### config.mk
export PLATFORM = sky130hd
export DESIGN_NAME = board_writer
export DESIGN_NICKNAME = d
export VERILOG_FILES = /design/src/rtl/connect4_pkg.sv /design/src/rtl/board_read_mux.sv /design/src/rtl/board_writer.sv
export SDC_FILE = /design/constraint.sdc
export NUM_CORES = 1
export LEC_CHECK = 0
export CAP_MARGIN = 20
export CORE_MARGIN = 4
export CORE_UTILIZATION = 35
export DETAILED_ROUTE_END_ITERATION = 10
export SLEW_MARGIN = 20
export SYNTH_ARGS = -nofsm -noshare
export SYNTH_HDL_FRONTEND = slang
export SYNTH_SLANG_ARGS = --single-unit
### constraint.sdc
create_clock -name clk -period 10.35 [get_ports clk]
set_input_delay 2.5875 -clock clk [delete_from_list [all_inputs] [get_ports clk]]
set_output_delay 2.5875 -clock clk [all_outputs]
set_load 0.01 [all_outputs]
### src/rtl/connect4_pkg.sv
// Shared Connect-Four definitions: board geometry, cell codes, move status and
// writer FSM states. Imported by the board writer, renderer and win checker.
package connect4_pkg;

    localparam int unsigned ROWS = 6;
    localparam int unsigned COLS = 7;

    typedef enum logic [1:0] {
        EMPTY = 2'd0,
        P1    = 2'd1,
        P2    = 2'd2
    } cell_t;

    typedef enum logic [1:0] {
        OK         = 2'd0,
        COL_FULL   = 2'd1,
        BAD_COL    = 2'd2,
        BAD_PLAYER = 2'd3
    } status_t;

    typedef enum logic [1:0] {
        S_IDLE,
        S_SCAN,
        S_WRITE,
        S_DONE
    } state_t;

    // Bit offset of cell (row, col) in a row-major packed board, 2 bits per cell.
    function automatic int unsigned cell_base(input int unsigned row,
                                              input int unsigned col,
                                              input int unsigned ncols);
        return 2 * (row * ncols + col);
    endfunction

endpackage

### src/rtl/board_read_mux.sv
// Combinational (x, y) read port into the packed board; out-of-range
// coordinates read as an empty cell.
module board_read_mux #(
    parameter int unsigned ROWS = connect4_pkg::ROWS,
    parameter int unsigned COLS = connect4_pkg::COLS
) (
    input  logic [2*ROWS*COLS-1:0] cells,
    input  logic [2:0]             rd_x,
    input  logic [2:0]             rd_y,
    output logic [1:0]             rd_value
);
    import connect4_pkg::*;

    localparam int unsigned IW = $clog2(2 * ROWS * COLS);

    logic [IW-1:0] rd_base;

    always_comb begin
        rd_base  = IW'(cell_base(32'(rd_y), 32'(rd_x), COLS));
        rd_value = EMPTY;
        if (32'(rd_x) < COLS && 32'(rd_y) < ROWS) begin
            rd_value = cells[rd_base +: 2];
        end
    end

endmodule

### src/rtl/board_writer.sv
// Write side of the Connect-Four board: accepts "drop token in column" moves,
// scans the column bottom-up for the landing cell and reports the result.
module board_writer #(
    parameter int unsigned ROWS = connect4_pkg::ROWS,
    parameter int unsigned COLS = connect4_pkg::COLS
) (
    input  logic       clk,
    input  logic       rst,
    input  logic       clear,
    input  logic       move_valid,
    input  logic [2:0] move_col,
    input  logic [1:0] move_player,
    output logic       move_ready,
    output logic       done,
    output logic [1:0] done_status,
    output logic [2:0] done_row,
    output logic       full,
    output logic [5:0] move_count,
    input  logic [2:0] rd_x,
    input  logic [2:0] rd_y,
    output logic [1:0] rd_value
);
    import connect4_pkg::*;

    localparam int unsigned IW          = $clog2(2 * ROWS * COLS);
    localparam logic [5:0]  TOTAL_CELLS = 6'(ROWS * COLS);
    localparam logic [2:0]  BOTTOM_ROW  = 3'(ROWS - 1);

    state_t                  state;
    logic [2*ROWS*COLS-1:0]  cells;
    logic [2:0]              col_q;
    logic [2:0]              row_ptr;
    logic [1:0]              player_q;
    logic [IW-1:0]           scan_base;
    logic [1:0]              scan_cell;

    always_comb begin
        scan_base = IW'(cell_base(32'(row_ptr), 32'(col_q), COLS));
        scan_cell = cells[scan_base +: 2];
    end

    assign full = (move_count == TOTAL_CELLS);

    always_ff @(posedge clk or posedge rst) begin
        if (rst) begin
            state       <= S_IDLE;
            cells       <= '0;
            move_count  <= '0;
            move_ready  <= 1'b1;
            done        <= 1'b0;
            done_status <= OK;
            done_row    <= '0;
            col_q       <= '0;
            row_ptr     <= '0;
            player_q    <= EMPTY;
        end else if (clear) begin
            // Wipe aborts any move in flight: no write and no done pulse.
            state      <= S_IDLE;
            cells      <= '0;
            move_count <= '0;
            move_ready <= 1'b1;
            done       <= 1'b0;
        end else begin
            done <= 1'b0;
            case (state)
                S_IDLE: begin
                    if (move_valid) begin
                        col_q      <= move_col;
                        player_q   <= move_player;
                        move_ready <= 1'b0;
                        if (32'(move_col) >= COLS) begin
                            state       <= S_DONE;
                            done        <= 1'b1;
                            done_status <= BAD_COL;
                            done_row    <= '0;
                        end else if (move_player != P1 && move_player != P2) begin
                            state       <= S_DONE;
                            done        <= 1'b1;
                            done_status <= BAD_PLAYER;
                            done_row    <= '0;
                        end else begin
                            row_ptr <= BOTTOM_ROW;
                            state   <= S_SCAN;
                        end
                    end
                end
                S_SCAN: begin
                    if (scan_cell == EMPTY) begin
                        state <= S_WRITE;
                    end else if (row_ptr == '0) begin
                        state       <= S_DONE;
                        done        <= 1'b1;
                        done_status <= COL_FULL;
                        done_row    <= '0;
                    end else begin
                        row_ptr <= row_ptr - 3'd1;
                    end
                end
                S_WRITE: begin
                    cells[scan_base +: 2] <= player_q;
                    if (move_count != TOTAL_CELLS) begin
                        move_count <= move_count + 6'd1;
                    end
                    state       <= S_DONE;
                    done        <= 1'b1;
                    done_status <= OK;
                    done_row    <= row_ptr;
                end
                S_DONE: begin
                    state      <= S_IDLE;
                    move_ready <= 1'b1;
                end
                default: begin
                    state      <= S_IDLE;
                    move_ready <= 1'b1;
                end
            endcase
        end
    end

    board_read_mux #(
        .ROWS(ROWS),
        .COLS(COLS)
    ) u_read_mux (
        .cells   (cells),
        .rd_x    (rd_x),
        .rd_y    (rd_y),
        .rd_value(rd_value)
    );

endmodule
Yosys cells after proc, flatten, opt, wreduce, memory -nomap -nowiden
Cells that the tools add are included.
{"block": "op_classes", "bitwise_logic": 1, "n_eq_ne": 16, "muxes": 42, "reduce_logical": 16, "multipliers": 2, "magnitude_cmp": 3, "n_addsub": 5, "shift": 4}
{"operator": "84-bit 2-to-1 mux", "n": 2}
{"operator": "84-bit by 8-bit indexed part select with 2-bit output", "n": 2}
{"operator": "84-bit bitwise mux", "n": 1}
{"operator": "2-bit by 9-bit variable shift with 84-bit output, first input constant", "n": 1}
{"operator": "2-bit by 9-bit indexed part select with 84-bit output", "n": 1}
{"operator": "3-bit 2-to-1 mux", "n": 10}
{"operator": "2-bit 2-to-1 mux", "n": 12}
{"operator": "6-bit 2-to-1 mux", "n": 3}
{"operator": "2-bit != test, second input constant", "n": 7}
{"operator": "6-bit by 3-bit adder with 6-bit output", "n": 2}
{"operator": "3-bit by 3-bit multiplier with 6-bit output, second input constant", "n": 2}
{"operator": "7-bit negator with 9-bit output", "n": 1}
{"operator": "3-bit one-hot mux with 3 select lines", "n": 1}
{"operator": "1-bit 2-to-1 mux", "n": 8}
{"operator": "2-bit one-hot mux with 4 select lines", "n": 1}
{"operator": "7-bit AND reduction", "n": 1}
{"operator": "6-bit by 1-bit adder with 6-bit output, second input constant", "n": 1}
{"operator": "6-bit == test, second input constant", "n": 1}
{"operator": "3-bit < comparator, second input constant", "n": 2}
{"operator": "3-bit != test, second input constant", "n": 2}
{"operator": "6-bit != test, second input constant", "n": 1}
{"operator": "2-bit one-hot mux with 3 select lines", "n": 1}
{"operator": "3-bit one-hot mux with 2 select lines", "n": 1}
{"operator": "2-bit AND reduction", "n": 3}
{"operator": "16 further kinds", "n": 22}
{"block": "totals", "output_inout_bits": 16, "elab_cells": 99, "ff_bits": 107, "inputBits": 15}

Depth between registers and ports, before layout
Gate-level depths: netlist of run 1.
{"block": "logic_depth", "word_depth": 7, "depth_mapped": 15, "ltp_nobuf": 13}

Cells and area by module
From an unflattened synthesis of run 1, not the netlist that was laid out.
{"block": "hier_totals", "hier_cells": 716, "area_unflattened_um2": 7206.9}
{"module": "board_writer", "seq_area_each_um2": 2678.8, "area_each_um2": 6108.4, "instances": 1, "cells_per_inst": 620}
{"module": "board_read_mux", "seq_area_each_um2": 0.0, "area_each_um2": 1098.6, "instances": 1, "cells_per_inst": 96}

Worst setup path after synthesis of run 1
Ideal clock, no wire load.
{"block": "synth_timing", "kind": "input port to output port", "startpoint": "input rd_y[0]", "endpoint": "output rd_value[0]", "path_slack_ns": 2.260, "path_stages": 9, "arrival_ns": 5.503, "t_required_ns": 7.763, "n_path_buf": 0, "cell_sequence": "fa_1 -> inv_1 -> fa_1 -> fa_1 -> xor2_1 -> mux4_2 -> mux2i_1 -> nand2_1 -> o211a_1"}
{"block": "synth_between", "elab_chain_cells": 4, "elab_cells_between_ends": 6, "cone_classes": "1 x add/sub; 1 x mul; 1 x order compare; 1 x shift; 1 x mux; 1 x reduce/logical"}
{"element": "from (decl)", "line_no": "board_writer.sv:20", "rtl": "input logic [2:0] rd_y,"}
{"element": "3-bit by 3-bit multiplier with 6-bit output", "line_no": "connect4_pkg.sv:32", "rtl": "return 2 * (row * ncols + col);"}
{"element": "6-bit by 3-bit adder with 6-bit output", "line_no": "connect4_pkg.sv:32"}
{"element": "84-bit by 8-bit indexed part select with 2-bit output", "line_no": "board_read_mux.sv:22", "rtl": "rd_value = cells[rd_base +: 2];"}
{"element": "2-bit 2-to-1 mux *", "line_no": "board_read_mux.sv:21", "rtl": "if (32'(rd_x) < COLS && 32'(rd_y) < ROWS) begin"}
{"element": "to (decl)", "line_no": "board_writer.sv:21", "rtl": "output logic [1:0] rd_value"}
Every way passes the cells marked *; elsewhere a longest branch is shown, timed or not.

Worst setup path in the final report of run 1
{"block": "layout_timing", "startpoint": "input rd_y[1]", "endpoint": "output rd_value[0]"}
Same word-level chain as after synthesis.

==> metrics.txt, run 1 <==
list of most frequent post-synthesis cells 122 x nor2_1, 106 x dfrtp_1, 87 x mux2i_1, 36 x nand2_1; Hold-fix buffers, CTS 0; post-synthesis net count 740; relative max-transition margin 0.241; initial antenna violation count 0; Yosys top cell area share 0.379; clock insertion delay at the later pin of the skew report 0.36 ns; CP required between 7 and 8 ns; Hold/Removal Path Class reg2reg; number of flops mapped to enable cells by yosys 0; crit-path max cell delay 0.71 ns; cts repair resizes 0; WL met1 8.68 mm; Final period util 0.904; Vias 5319; number of global-route vias before repair 5096; Starting Density 0.357; FF-to-FF path depth 13; Cell variety after synth 67; Hold Slack roughly 0.53 ns; routability-driven placement congestion ratio around 0.9; Final Hold Violating Endpoints 0; crit path from rd_y[1]; synth warn 0; CTS clk-pin slew, worst paths 0.07 ns; Tmin final 9.35 ns; critical path, cell by cell clkdlybuf4s50_1 > fa_1 > inv_1 > fa_1 > fa_1 > xor2_1 > mux4_2 > mux2i_1 > nand2_1 > o211a_1 > clkdlybuf4s50_1; DRT iter0 DRCs 374; most frequent CP cell fa_1; Placed Area 7520 sq um; die area 22300 sq um; pre-CTS WS 0.971 ns; max cap viols 0; synthesized area per cell 10.2 sq um; biggest area consumer among synthesized cells dfrtp_1; Reg area 2680 sq um; top-count cell post-synth nor2_1; Final ANT Viol Nets 0; CP endpoint kind output port; critical path launch point type input port; Async SR Flop Fraction 1.00; first-pass GRT wire length approximately 29 mm; Post-CTS Setup Inserts 0; synthesis-to-finish area growth 11.4%; DP HPWL 12.9 mm; GRT Total Usage 0.169; IO Port Bufs 30; total grt overflow 0; clock sinks 107; DRT Pass-1 Iters 5; Reg2Reg Setup Slack about 5.4 ns; CP Capture Point rd_value[0]; RSZ-0062 raised after global routing no; max layer used met4; Worst path slowest cell xor2_1; Max Clk Rate approximately 110 MHz; count of final setup violators 0; Worst R2R End cells[72]$_DFFE_PP0P_; clk buf depth 2; Total Nets Final 749; pin count of the biggest net entering global routing 99; Design Area, Final 7800 sq um; Syn Inst Count about 690; met2 wire len 8.25 mm; Fill cells 1912; critical hold path startpoint move_ready$_DFFE_PP1P_; via/cell ratio 5.51; Post-Syn Area roughly 7000 sq um; drt total wl 18.3 mm; Worst Tran Pin Value 1.14 ns; met3 wire length 913 um; n_diodes 0; io pins 31; Final WS setup 0.996 ns; H-tree depth 3; crit-path max FO 9; Root Buffer clkbuf_16; Worst Skew 0.00803 ns; RR Startpoint row_ptr[0]$_DFFE_PP0P_; residual DRC count 0; share of layout cells above drive strength 1 0.120; Core Area 19600 sq um; Die Y 149 um; Setup TNS 0 ns; multi-input logic area about 4000 sq um; worst setup path class in2out; CTS tree yes; sequential element share of the synthesized area 0.383; Rows 51; TritonCTS Buffers 9; pins over their slew limit 0; DR WL/cell about 19 um; Synth Flop Type dfrtp_1; die width 149 um; status complete, no violations; #FFs+latches synth about 110; Area contributors post-synth dfrtp_1 38%, mux2i_1 12%, mux4_2 8.4%; WP data arrival between 6 and 7 ns
[state kept, by name, summed over array words and instances, names as in the netlist]
signal and cells:
cells 84, move_count 6, col_q 3, done_row 3
row_ptr 3, done_status 2, player_q 2, state 2
done 1, move_ready 1
[critical path, delay by kind of cell]
family | cells | cell delay [ns]
adders and majority gates | 3 | 1.44
muxes | 2 | 0.75
buffers and inverters | 3 | 1.06
and+or+nand+nor | 1 | 0.07
AOI/OAI and AO/OA | 1 | 0.15
xor gates and xnor gates | 1 | 0.71
[metal layers]
metal  track usage  up-vias
li1              -     2443
met5             0        -
met2         0.249      178
met4        0.0760        0
met3        0.0248       28
met1         0.247     2670
[metrics by stage]
| step | instances | utilization |
|---|---|---|
| 5_1_grt | 966 | 0.398 |
| 6_report | 966 | 0.398 |
| 3_3_place_gp | 950 | 0.384 |
| 2_1_floorplan | 687 | - |
| 3_5_place_dp | 950 | 0.384 |
| 4_1_cts | 966 | 0.398 |
[worst min path at each step]
stage	to	slack [ns]	cells after the start
2_1_floorplan	col_q[2]$_DFFE_PP0P_	0.48	1
3_3_place_gp	done_status[1]$_DFFE_PP0P_	0.50	1
3_5_place_dp	col_q[0]$_DFFE_PP0P_	0.52	1
4_1_cts	move_ready$_DFFE_PP1P_	0.54	2
5_1_grt	col_q[0]$_DFFE_PP0P_	0.56	1
6_report	move_ready$_DFFE_PP1P_	0.53	2
[cell type report]
type,instances,share of cell area
sequential,107,0.343
timing repair buffer,38,0.0456
multi-input combinational,509,0.517
tap,265,0.0425
clock buffer,11,0.0311
inverter,31,0.0152
clock inverter,5,0.00481
[cell families (layout without fill, tap and decap cells)]
family          Yosys count  count (layout)  share of synthesized area
simple gates            260             260                      0.182
xor+xnor                 18              18                     0.0257
buf+inv                  71              85                     0.0414
fa+ha+maj                38              38                     0.0765
flops                   107             107                      0.383
compound gates           74              74                     0.0724
mux                     119             119                      0.220
[cell usage in the layout (no fill, tap or decap), types with 23 or more instances in the layout]
cell type and instances:
a21oi_1 23, nor2_1 122, ha_1 30, dfrtp_1 106
inv_1 29, mux2i_1 87, mux4_2 26, nand2_1 36
nor3_1 23, clkdlybuf4s50_1 29
Power of run 1 is not shown: default switching activity piles up to over one toggle a cycle in this logic, so the estimate is an artifact.
==> run 2, diff against run 1 <==
--- a/config.mk
+++ b/config.mk
@@ -6,8 +6,8 @@
 export NUM_CORES = 1
 export LEC_CHECK = 0
 export CAP_MARGIN = 20
-export CORE_MARGIN = 4
 export CORE_UTILIZATION = 35
+export CTS_CLUSTER_DIAMETER = 150
 export DETAILED_ROUTE_END_ITERATION = 10
 export SLEW_MARGIN = 20
 export SYNTH_ARGS = -nofsm -noshare
==> run 2 against run 1 <==
Compared with the run above: global-route usage is 2.1 points higher; critical endpoint unchanged; sequential share of layout area fell by 0.082 points; register-to-register slack about the same; critical path type unchanged; utilization grew 0.23 points; critical path depth stayed put; sequential cell count is the same; via count decreased by 1.9%; non-clock buffer count unchanged; clock skew grew 0.00087 ns; highest routed layer unchanged; first-iteration DRC count rose by 2.4%; fmax hardly changed.
==> metrics.txt, run 2 (synthesized netlist as in run 1, its figures left out) <==
worst path bufs/invs 3; clock sinks 107; Vias 5220; first-pass GRT wire length just under 30 mm; Worst path slowest cell xor2_1; CP endpoint kind output port; max cap viols 0; DRT Pass-1 Iters 5; Max Clk Rate 107 MHz; status complete, no violations; Final ANT Viol Nets 0; n_diodes 0; critical path depth 11; critical path, cell by cell clkdlybuf4s50_1 > fa_1 > inv_1 > fa_1 > fa_1 > xor2_1 > mux4_2 > mux2i_1 > nand2_1 > o211a_1 > clkdlybuf4s50_1; Starting Density 0.359; Root Buffer clkbuf_16; critical path launch point type input port; Tmin final 9.35 ns; Hold-fix buffers, CTS 0; Largest register FFs 84; crit-path leading delay family adder cells; CP Capture Point rd_value[0]; Core Util, Final 0.400; TritonCTS Buffers 9; GRT Total Usage 0.190; FF-to-FF path depth 13; count of final setup violators 0; Core Area approximately 20000 sq um; die area around 21000 sq um; RSZ-0062 raised after global routing no; crit-path max cell delay just under 0.7 ns; Post-CTS Setup Inserts 0; Hold/Removal Path Class reg2reg; biggest regs cells (84), move_count (6); crit-path max FO 9; Setup TNS 0 ns; Worst Tran Pin Value 1.16 ns; DR WL/cell 18.7 um; residual DRC count 0; synthesis-to-finish area growth 11.6%; Worst R2R End cells[72]$_DFFE_PP0P_; CP required 7.76 ns; IO Port Bufs 30; most common cell after layout, fill and taps aside nor2_1; pins over their slew limit 0; pre-CTS WS between 0.9 and 1 ns; clk buf depth 2; number of global-route vias before repair 5143; drt total wl 18.1 mm; Worst Skew 0.00890 ns; DRT iter0 DRCs 383; commonest non-fill, non-tap cells in the layout 122 x nor2_1, 106 x dfrtp_1, 87 x mux2i_1; clock insertion delay at the later pin of the skew report 0.36 ns; routability-driven placement congestion ratio 0.875; Biggest register cells; H-tree depth 3; share of layout cells above drive strength 1 0.123; CTS tree yes; crit path from rd_y[1]; WP data arrival 6.77 ns; Total Nets Final 749; die width 143 um; Final Hold Violating Endpoints 0; pin count of the biggest net entering global routing 99; DP HPWL 12.9 mm; CTS clk-pin slew, worst paths 0.07 ns; Die Y 143 um; most frequent CP cell fa_1; Final period util 0.904; RR Startpoint row_ptr[0]$_DFFE_PP0P_; cts repair resizes 0; Final WS setup 0.997 ns; Reg2Reg Setup Slack ~5.4 ns; via/cell ratio 5.40; total grt overflow 0; initial antenna violation count 0; worst setup path class in2out; relative max-transition margin 0.223; Rows 51; io pins 31
## run 2: cell types whose count changed in the layout (fill, tap and decap cells not counted)
cell / delta
clkbuf_8: +2
clkinv_4: -1
clkinvlp_4: -1
ha_1: -1
ha_2: +1
nor3_1: -1
nor3_2: +1
## run 2: layout make-up
class | count | area, sq um
multi-input cells | 509 | 4040
well taps | 265 | 332
clock inverters | 3 | 21.3
repair buffers | 38 | 355
clock buffers | 13 | 270
flip-flops and latches | 107 | 2680
fillers | 1914 | 11700
inverters | 31 | 119
## run 2: worst min-delay path by stage
stage | startpoint | end | depth (start not counted)
2_1_floorplan | col_q[2]$_DFFE_PP0P_ | col_q[2]$_DFFE_PP0P_ | 1
3_3_place_gp | done_status[1]$_DFFE_PP0P_ | done_status[1]$_DFFE_PP0P_ | 1
3_5_place_dp | done_status[1]$_DFFE_PP0P_ | done_status[1]$_DFFE_PP0P_ | 1
4_1_cts | done_status[1]$_DFFE_PP0P_ | done_status[1]$_DFFE_PP0P_ | 1
5_1_grt | done_status[1]$_DFFE_PP0P_ | done_status[1]$_DFFE_PP0P_ | 1
6_report | done_status[1]$_DFFE_PP0P_ | done_status[1]$_DFFE_PP0P_ | 1
## run 2: through the flow
stage / std cells / hold slack, ns / cell area, sq um
after global routing: 966 / 0.559 / 7820
final: 966 / 0.517 / 7820
after floorplan: 687 / 0.479 / 7000
after global placement: 950 / 0.497 / 7520
after CTS: 966 / 0.521 / 7810
after detailed placement: 950 / 0.501 / 7520
## run 2: per-layer routing
| metal | wire (um) | global-route usage |
|---|---|---|
| met3 | 820 | 0.0353 |
| met1 | 8490 | 0.266 |
| met4 | 595 | 0.0901 |
| met2 | 8200 | 0.283 |
| met5 | 0 | 0 |
Power of run 2 is left out for the same reason.
==> run 3, diff against run 2 <==
--- a/config.mk
+++ b/config.mk
@@ -5,10 +5,11 @@
 export SDC_FILE = /design/constraint.sdc
 export NUM_CORES = 1
 export LEC_CHECK = 0
-export CAP_MARGIN = 20
 export CORE_UTILIZATION = 35
 export CTS_CLUSTER_DIAMETER = 150
 export DETAILED_ROUTE_END_ITERATION = 10
+export MAX_ROUTING_LAYER = met4
+export REMOVE_ABC_BUFFERS = 1
 export SLEW_MARGIN = 20
 export SYNTH_ARGS = -nofsm -noshare
 export SYNTH_HDL_FRONTEND = slang
==> run 3 against run 2 <==
Compared with the run above: critical path depth unchanged; die area unchanged; non-clock buffer count unchanged; first-iteration DRC count decreased by 10%; count of clock-buffer cells in the layout decreased by 1; highest routed layer unchanged; sequential share of layout area about the same; critical path type unchanged; critical endpoint unchanged; final area about the same.
==> metrics.txt, run 3 (synthesized netlist as in run 1, its figures left out) <==
status complete, no violations; CTS clk-pin slew, worst paths 0.07 ns; critical path, cell by cell clkdlybuf4s50_1 > fa_1 > inv_1 > fa_1 > fa_1 > xor2_1 > mux4_2 > mux2i_1 > nand2_1 > o211a_1 > clkdlybuf4s50_1; number of global-route vias before repair approximately 5200; Die Y 143 um; clock sinks 107; Core Util, Final 0.400; DRT iter0 DRCs 343; Starting Density 0.359; Final Hold Violating Endpoints 0; die area 20600 sq um; Vias 5220; H-tree depth 3; pre-CTS WS about 1.0 ns; RR Startpoint row_ptr[0]$_DFFE_PP0P_; synthesis-to-finish area growth 11.6%; CP required 7.76 ns; RSZ-0062 raised after global routing no; worst path bufs/invs 3; pins over their slew limit 0; Setup TNS 0 ns; share of layout cells above drive strength 1 0.123; biggest regs cells (84), move_count (6); Worst R2R End cells[73]$_DFFE_PP0P_; die width 143 um; TritonCTS Buffers 9; max cap viols 0; critical hold path startpoint col_q[2]$_DFFE_PP0P_; Tmin final 9.30 ns; Hold-fix buffers, CTS 0; relative max-transition margin 0.254; routability-driven placement congestion ratio 0.881; Worst Tran Pin Value ~1.1 ns; Worst Hold End col_q[2]$_DFFE_PP0P_; cts repair resizes 0; pin count of the biggest net entering global routing 99; Final WS setup approximately 1.0 ns; crit-path max cell delay roughly 0.68 ns; count of final setup violators 0; DRT Pass-1 Iters 4; crit-path leading delay family adder cells; Total Nets Final 749; io pins 31; via/cell ratio 5.40; Hold/Removal Path Class reg2reg; Worst Skew 0.0132 ns; Worst path slowest cell xor2_1; DP HPWL 12.3 mm; crit path from rd_y[1]; total grt overflow 0; Core Area approximately 20000 sq um; Final ANT Viol Nets 0; GRT Total Usage 0.189; FF-to-FF path depth 13; crit-path max FO 9; Reg2Reg Setup Slack 5.45 ns; initial antenna violation count 0; hold depth 1; CP endpoint kind output port; drt total wl 17.5 mm; IO Port Bufs 30; most frequent CP cell fa_1; commonest non-fill, non-tap cells in the layout 122 x nor2_1, 106 x dfrtp_1, 87 x mux2i_1; worst setup path class in2out; clock insertion delay at the later pin of the skew report 0.37 ns; Final period util 0.899; WP data arrival 6.71 ns; CTS tree yes; Root Buffer clkbuf_16; clk buf depth 2; critical path launch point type input port; residual DRC count 0; first-pass GRT wire length 28.7 mm; Largest register FFs 84; Biggest register cells; Rows around 50; Hold Slack 0.512 ns; Max Clk Rate 108 MHz; n_diodes 0; DR WL/cell 18.2 um; most common cell after layout, fill and taps aside nor2_1; Post-CTS Setup Inserts 0
run 3: cell types whose count changed in the layout (fill, tap and decap cells not counted):
cell | before | now
clkbuf_1 | 1 | 0
clkinv_4 | 0 | 1
clkinvlp_4 | 1 | 0
inv_6 | 1 | 2
nor3_1 | 22 | 23
nor3_2 | 7 | 6
run 3: worst max path at each step:
stage / endpoint / cells after the start
2_1_floorplan: rd_value[0] / 9
3_3_place_gp: rd_value[0] / 11
3_5_place_dp: rd_value[0] / 11
4_1_cts: rd_value[0] / 11
5_1_grt: rd_value[0] / 11
6_report: rd_value[0] / 11
run 3: per-layer routing:
metal | global-route usage | vias to the layer above | wire length (um)
met2 | 0.287 | 104 | 8130
li1 | - | 2449 | -
met1 | 0.253 | 2640 | 8420
met4 | 0.0750 | 0 | 398
met5 | - | - | 0
met3 | 0.0270 | 27 | 591
run 3: layout make-up:
class,count,area [sq um]
clock inverter,4,31.3
clock buffer,12,267
tap,265,332
timing repair buffer,38,355
sequential,107,2680
fill,1950,11700
inverter,31,119
multi-input combinational,509,4040
run 3: metrics by stage:
stage | std cells | cell area [sq um]
after floorplan | 647 | 6830
after global placement | 950 | 7520
after detailed placement | 950 | 7520
after CTS | 966 | 7820
after global routing | 966 | 7820
final | 966 | 7820
run 3: worst reg2reg max path, cell delays in order, from the launching register on:
cell and delay (ns):
dfrtp_1 0.48, fa_1 0.57, inv_1 0.06, fa_1 0.51, inv_1 0.06, fa_1 0.86
nor2_1 0.24, xnor2_1 0.20, nor2_1 0.56, nand2_1 0.15, nor3_1 0.54, nand2_1 0.23
mux2i_1 0.22, nor2_1 0.05
Power of run 3 is left out for the same reason.
